**src/rtl/branch_redirect_unit.sv**
```systemverilog
// ID-stage branch redirect unit: forms absolute branch/jump targets, applies static
// prediction, and redirects fetch after the delay slot when fetch guessed wrong.
module branch_redirect_unit #(
    parameter int ADDR_WIDTH = 32,
    parameter int CNT_WIDTH  = 32
) (
    input  logic                  clk,
    input  logic                  rst,
    input  logic                  flush,
    input  logic                  id_valid,
    output logic                  id_ready,
    input  logic [ADDR_WIDTH-1:0] id_pc,
    input  logic                  is_branch,
    input  logic                  is_jump,
    input  logic [ADDR_WIDTH-1:0] target,
    input  logic                  if_pred_taken,
    input  logic [ADDR_WIDTH-1:0] if_pred_target,
    output logic                  redirect_valid,
    input  logic                  redirect_ready,
    output logic [ADDR_WIDTH-1:0] redirect_pc,
    output logic                  br_valid,
    output logic                  br_pred_taken,
    output logic [ADDR_WIDTH-1:0] br_pred_target,
    output logic [CNT_WIDTH-1:0]  redirect_count
);

    typedef enum logic [1:0] {
        IDLE       = 2'd0,
        WAIT_DSLOT = 2'd1,
        REDIRECT   = 2'd2
    } state_t;

    localparam logic [ADDR_WIDTH-1:0] PC_INC4 = {{(ADDR_WIDTH-3){1'b0}}, 3'b100};
    localparam logic [ADDR_WIDTH-1:0] PC_INC8 = {{(ADDR_WIDTH-4){1'b0}}, 4'b1000};
    localparam logic [CNT_WIDTH-1:0]  CNT_ONE = {{(CNT_WIDTH-1){1'b0}}, 1'b1};
    localparam logic [CNT_WIDTH-1:0]  CNT_MAX = {CNT_WIDTH{1'b1}};

    state_t                state_r;
    logic                  consume_s;
    logic                  pred_taken_s;
    logic                  mismatch_s;
    logic [ADDR_WIDTH-1:0] pc4_s;
    logic [ADDR_WIDTH-1:0] calc_tgt_s;
    logic [ADDR_WIDTH-1:0] pred_tgt_s;

    // Target formation, static prediction and fetch-prediction comparison.
    always_comb begin
        id_ready  = 1'b0;
        pc4_s     = id_pc + PC_INC4;
        if (flush) begin
            id_ready = 1'b0;
        end else if (state_r == REDIRECT) begin
            id_ready = 1'b0;
        end else begin
            id_ready = 1'b1;
        end
        consume_s = id_valid & id_ready;

        // Jumps keep the 256MB region of the delay slot; branches are PC-relative.
        if (is_jump) begin
            calc_tgt_s   = {pc4_s[ADDR_WIDTH-1:ADDR_WIDTH-4], target[ADDR_WIDTH-5:0]};
            pred_taken_s = 1'b1;
        end else begin
            calc_tgt_s   = pc4_s + target;
            pred_taken_s = target[ADDR_WIDTH-1];
        end

        if (pred_taken_s) begin
            pred_tgt_s = calc_tgt_s;
        end else begin
            pred_tgt_s = id_pc + PC_INC8;
        end

        if (pred_taken_s != if_pred_taken) begin
            mismatch_s = 1'b1;
        end else if (pred_taken_s && (calc_tgt_s != if_pred_target)) begin
            mismatch_s = 1'b1;
        end else begin
            mismatch_s = 1'b0;
        end
    end

    // Redirect FSM, registered prediction info and saturating redirect counter.
    always_ff @(posedge clk) begin
        if (rst) begin
            state_r        <= IDLE;
            redirect_valid <= 1'b0;
            redirect_pc    <= {ADDR_WIDTH{1'b0}};
            br_valid       <= 1'b0;
            br_pred_taken  <= 1'b0;
            br_pred_target <= {ADDR_WIDTH{1'b0}};
            redirect_count <= {CNT_WIDTH{1'b0}};
        end else if (flush) begin
            state_r        <= IDLE;
            redirect_valid <= 1'b0;
            br_valid       <= 1'b0;
        end else begin
            br_valid <= 1'b0;
            case (state_r)
                IDLE: begin
                    if (consume_s && is_branch) begin
                        br_valid       <= 1'b1;
                        br_pred_taken  <= pred_taken_s;
                        br_pred_target <= pred_tgt_s;
                        if (mismatch_s) begin
                            redirect_pc <= pred_tgt_s;
                            state_r     <= WAIT_DSLOT;
                        end
                    end
                end
                // Whatever arrives next is the delay slot, branch or not.
                WAIT_DSLOT: begin
                    if (consume_s) begin
                        state_r        <= REDIRECT;
                        redirect_valid <= 1'b1;
                    end
                end
                REDIRECT: begin
                    if (redirect_ready) begin
                        state_r        <= IDLE;
                        redirect_valid <= 1'b0;
                        if (redirect_count != CNT_MAX) begin
                            redirect_count <= redirect_count + CNT_ONE;
                        end
                    end
                end
                default: begin
                    state_r        <= IDLE;
                    redirect_valid <= 1'b0;
                end
            endcase
        end
    end

endmodule

```
**config.mk**
```make
export PLATFORM = sky130hd
export DESIGN_NAME = branch_redirect_unit
export DESIGN_NICKNAME = d
export VERILOG_FILES = /design/src/rtl/branch_redirect_unit.sv
export SDC_FILE = /design/constraint.sdc
export NUM_CORES = 1
export LEC_CHECK = 0
export CORE_MARGIN = 2
export CORE_UTILIZATION = 40
export CTS_BUF_LIST = sky130_fd_sc_hd__clkbuf_16
export DETAILED_ROUTE_END_ITERATION = 10
export GPL_ROUTABILITY_DRIVEN = 0
export GPL_TIMING_DRIVEN = 0
export HOLD_SLACK_MARGIN = 0.1
export PLACE_DENSITY = 0.65
export SYNTH_ARGS = -nofsm -noshare
export SYNTH_HDL_FRONTEND = slang
export SYNTH_SLANG_ARGS = --single-unit
```
**constraint.sdc**
```tcl
create_clock -name clk -period 6.3 [get_ports clk]
set_input_delay 0.945 -clock clk [delete_from_list [all_inputs] [get_ports clk]]
set_output_delay 0.945 -clock clk [all_outputs]
set_load 0.1 [all_outputs]
```
Word-level counts from Yosys, hierarchy flattened
Cells that the tools add are included.

Muxes and demuxes: 16. Equality and inequality tests: 9. Bitwise logic cells: 3. Reduce and logical (&&, ||, !) cells: 10. Add/subtract/negate cells: 4.

Operator list (number): 32-bit 2-to-1 mux (2); 32-bit by 1-bit adder with 32-bit output, second input constant (1); 32-bit by 3-bit adder with 32-bit output, second input constant (1); 32-bit adder (1); 32-bit by 4-bit adder with 32-bit output, second input constant (1); 32-bit inequality test (1); 32-bit inequality test, second input constant (1); 4-bit AND reduction (3); 1-bit 2-to-1 mux (8); 2-bit 2-to-1 mux (4); 2-bit inequality test, second input constant (4); 2-bit one-hot mux with 3 select lines (1); 3-bit AND reduction (2); 1-bit one-hot mux with 3 select lines (1); 3-bit OR reduction (1); 2-bit by 1-bit equality test with 1-bit output, second input constant (1); 2-bit equality test, second input constant (1); 1-bit logical AND (2); 2-bit zero test (1); 1-bit NOT (2); 2-bit OR reduction (1); 1-bit AND (1); 1-bit inequality test (1).

Flip-flop bits (word level): 101. Input port bits: 104. Output and inout bits: 100. Word-level logic and storage cells: 49.

Depth between registers and ports, before layout
Depth in word-level cells: 10. Depth in mapped cells: 22. Depth with buffers taken out: 18.

Worst setup path before layout
No wires, ideal clock.

Kind: input -> register. Start: input port id_pc[3]. End: register redirect_pc[18]. Library setup time: 0.106 ns. Path buffers: 4. Stages: 21. Data arrival time: 5.285 ns. Data required time: 6.194 ns. Slack: 0.909 ns. Cells stage by stage: ha_1 nand3_1 or3_1 clkbuf_1 nor3_1 nand2_1 xnor2_1 ha_1 clkbuf_1 nand4_1 nor2_1 a22o_1 nor3_2 xnor2_1 o221ai_1 or4_1 nor4_1 buf_2 buf_2 nand4_1 o311ai_0.

Cells in the longest elaborated chain, start to end: 8. Elaborated cells between the ends (all ways): 10. Classes of those cells: 3 x add/sub; 1 x eq/ne; 4 x mux; 2 x reduce/logical.

Ends and longest elaborated chain: from (decl) (line 12) `input logic [ADDR_WIDTH-1:0] id_pc,`; 32-bit by 3-bit adder with 32-bit output (line 49) `pc4_s = id_pc + PC_INC4;`; 32-bit adder (line 64) `calc_tgt_s = pc4_s + target;`; 32-bit 2-to-1 mux (line 60) `if (is_jump) begin`; 32-bit inequality test (line 76) `end else if (pred_taken_s && (calc_tgt_s != if_pred_target)) begin`; 1-bit logical AND (line 76); 1-bit 2-to-1 mux (line 76); 1-bit 2-to-1 mux (line 74) `if (pred_taken_s != if_pred_taken) begin`; 4-bit AND reduction (no source line); to (signal assigned) (line 88) `redirect_pc <= {ADDR_WIDTH{1'b0}};`; to (signal assigned) (line 106) `redirect_pc <= pred_tgt_s;`; to (decl) (line 20) `output logic [ADDR_WIDTH-1:0] redirect_pc,`.

Several ways; a longest one is shown, not always the timed one. A chain may end at the register's enable or synchronous reset.

Worst setup path after layout
Start: input port id_pc[4]. End: register redirect_pc[4].

Same word-level chain as after synthesis.

==> flow_metrics.env <==
export IMPL_routedWlPerCell_um=20.68
export IMPL_cp_endpoint="redirect_pc[4]"
export IMPL_die_h_um=159.8
export IMPL_slew_headroom=0.2993
export IMPL_multiInputGateArea_mm2=0.007365
export IMPL_yosys_top_cells_count="168 x nor2_1, 107 x nand2_1, 101 x dfxtp_1"
export IMPL_post_route_min_period_ps=6100
export IMPL_dp_final_hpwl_um=31570
export IMPL_vias=11310
export IMPL_portBuffers=195
export IMPL_worstSkewPairLatency_ps=350
export IMPL_first_global_vias=10290
export IMPL_hold_viol_final=0
export IMPL_rows=57
export IMPL_cp_arrival_ps=6320
export IMPL_dp_slack_ps=-1327
export IMPL_firstDrtPassIters=8
export IMPL_synth_top_area_frac=0.2082
export IMPL_cts_tree="yes"
export IMPL_die_area_mm2=0.02554
export IMPL_crit_chain="clkdlybuf4s50_1 > ha_2 > nand3_2 > or3_4 > nor3_4 > nand3_1 > xnor2_2 > ha_2 > nand4_1 > nor2_1 > a22o_1 > nor3_4 > xnor2_2 > o221ai_1 > or4_1 > nor4_4 > buf_4 > clkbuf_4 > nand4_1 > o311ai_0"
export IMPL_yosysUniqueCellTypes=81
export IMPL_slowest_delay_ps=550
export IMPL_p_total_mw=2.177
export IMPL_ys_seq_area_frac=0.2082
export IMPL_clock_sinks=101
export IMPL_cts_hold_buf=0
export IMPL_seq_area_mm2=0.002022
export IMPL_synth_most_common_cell="nor2_1"
export IMPL_worst_pin_slew_ps=1048
export IMPL_maxCapViolCount=0
export IMPL_reg2regPathDepth=12
export IMPL_regToRegSetupSlack_ps=2740
export IMPL_root_buffer="clkbuf_16"
export IMPL_power_per_cell_area_mw_per_mm2=173.4
export IMPL_synthTopCellsByArea="dfxtp_1 21%, xnor2_1 6.7%, nor2_1 6.5%"
export IMPL_critPathLaunch="id_pc[4]"
export IMPL_max_freq_mhz=163.9
export IMPL_synthesis_area_mm2=0.009711
export IMPL_critPathCaptureType="flip-flop"
export IMPL_antenna_found_initial=2
export IMPL_ys_flop_type="dfxtp_1"
export IMPL_grt_pass1_wl_um=58640
export IMPL_grt_ovfl_total=0
export IMPL_critPathKind="in -> reg"
export IMPL_syn_mean_instance_area_um2=7.263
export IMPL_cpMaxStageDelayCell="clkdlybuf4s50_1"
export IMPL_synth_edf_count=0
export IMPL_grt_total_usage=0.2902
export IMPL_fin_util=0.5210
export IMPL_route_detailed_drc=0
export IMPL_status="completed"
export IMPL_startpoint_type="input pin"
export IMPL_p_leak_nw=4.477
export IMPL_numCtsBuffers=9
export IMPL_drv_slew=0
export IMPL_holdPathStages=2
export IMPL_required_ps=6520
export IMPL_setup_viol=0
export IMPL_initial_core_util=0.4028
export IMPL_yosys_warnings=0
export IMPL_layout_drive_gt1_share=0.05738
export IMPL_cts_buffer_depth=2
export IMPL_antenna_left=0
export IMPL_core_mm2=0.02411
export IMPL_peakVddDrop_mv=0.1283
export IMPL_syn_to_final_growth_pct=29.34
export IMPL_hold_ws_ps=459.6
export IMPL_viasPerCell=6.024
export IMPL_nFillCells=2427
export IMPL_io_pins=204
export IMPL_r2r_start="redirect_count[0]"
export IMPL_synth_nets=1481
export IMPL_worst_slack_ps=200.2
export IMPL_crit_fanout=10
export IMPL_htree_levels=3
export IMPL_grt_max_degree=19
export IMPL_period_share=0.9682
export IMPL_routed_wl_um=38840
export IMPL_die_w_um=159.8
export IMPL_rr_endpoint="redirect_count[31]"
export IMPL_hold_class="reg -> reg"
export IMPL_synth_seq_cells=101
export IMPL_synth_cells=1337
export IMPL_nNetsFinal=1690
export IMPL_synthArstFlopShare=0
export IMPL_yosys_area_top_type="dfxtp_1"
export IMPL_drt_iter0_markers=1139
export IMPL_path_clk_slew_ps=70
export IMPL_clock_skew_ps=7.466
worst min-delay path by stage:
stage	start	end	slack [ps]
2_1_floorplan	state_r[0]	state_r[0]	590
3_3_place_gp	br_pred_target[7]	br_pred_target[7]	440
3_5_place_dp	br_pred_target[25]	br_pred_target[25]	450
4_1_cts	br_pred_target[25]	br_pred_target[25]	460
5_1_grt	br_pred_target[25]	br_pred_target[25]	470
6_report	br_pred_target[25]	br_pred_target[25]	460
per-stage QoR:
stage	area, um2	TNS [ps]	instances
final	12560	0	1878
after detailed placement	12070	-42690	1856
after floorplan	9711	0	1337
after CTS	12440	0	1873
after global placement	12070	-39630	1856
after global routing	12550	-40.81	1876
layout make-up:
class / count / share of cell area
diodes: 3 / 0.0005977
plain buffers: 94 / 0.03208
clock buffers: 9 / 0.01793
clock inverters: 7 / 0.004682
inverters: 22 / 0.006575
multi-input cells: 1118 / 0.5864
flip-flops and latches: 101 / 0.1610
well taps: 324 / 0.03228
repair buffers: 200 / 0.1585
layer usage:
metal / routed length [um] / GRT usage / part of all wire / up-vias
met4: 1265 / 0.09828 / 0.033 / 0
li1: - / - / - / 5340
met3: 3716 / 0.03818 / 0.096 / 71
met5: 0 / 0 / 0 / -
met2: 17390 / 0.4669 / 0.45 / 615
met1: 16460 / 0.4010 / 0.42 / 5288
cells by family (layout without fill, tap and decap cells):
kind of cell    count (synthesis)  count (layout)  synth area share
fa+ha+maj                      40              40           0.05231
xor+xnor                      139             139            0.1299
flops                         101             101            0.2082
compound gates                336             336            0.2407
buf+inv                       118             332           0.04922
other cells                     0               3                 0
simple gates                  588             588            0.3040
mux                            15              15           0.01572
critical path: cells and delay by family:
family | cells | cell delay [ps]
xor gates and xnor gates | 2 | 510
buffers and inverters | 3 | 1010
adders and majority gates | 2 | 650
and+or+nand+nor | 10 | 2590
AOI/OAI and AO/OA | 3 | 600
where the power goes:
part           total, mW  switching [mW]  internal (mW)
sequential         0.682          0.0192          0.662
clock              0.529           0.256          0.274
combinational      0.966           0.646          0.321
layout by cell type, fill, tap and decap left out, types with 10 or more instances in the layout:
cell / n
buf_1: 12
xnor2_1: 70
o21ai_0: 52
a21oi_1: 73
inv_1: 22
nand2b_1: 29
and4_1: 12
ha_1: 36
o211ai_1: 17
and2_1: 13
or2_2: 11
and3_1: 14
clkbuf_1: 59
nand2_1: 107
nor3_1: 32
a211oi_1: 42
nor2b_1: 16
xor2_1: 62
o21a_1: 18
nor2_1: 168
nor4_1: 11
a32oi_1: 26
clkdlybuf4s50_1: 193
nand3_1: 69
dfxtp_1: 101
nand4_1: 60
mux2i_1: 13
buf_4: 10
flip-flops by register name (all words and copies together), names as in the netlist:
register / flops
br_pred_target: 32
redirect_count: 32
redirect_pc: 32
state_r: 2
br_pred_taken: 1
br_valid: 1
redirect_valid: 1
what timing repair did:
item                       CTS  global route
pin swaps                    1             4
setup endpoints to repair   33            33
resized for setup           20            25
buffers inserted             2             3
Note: power is estimated with default switching activity, not from simulation.
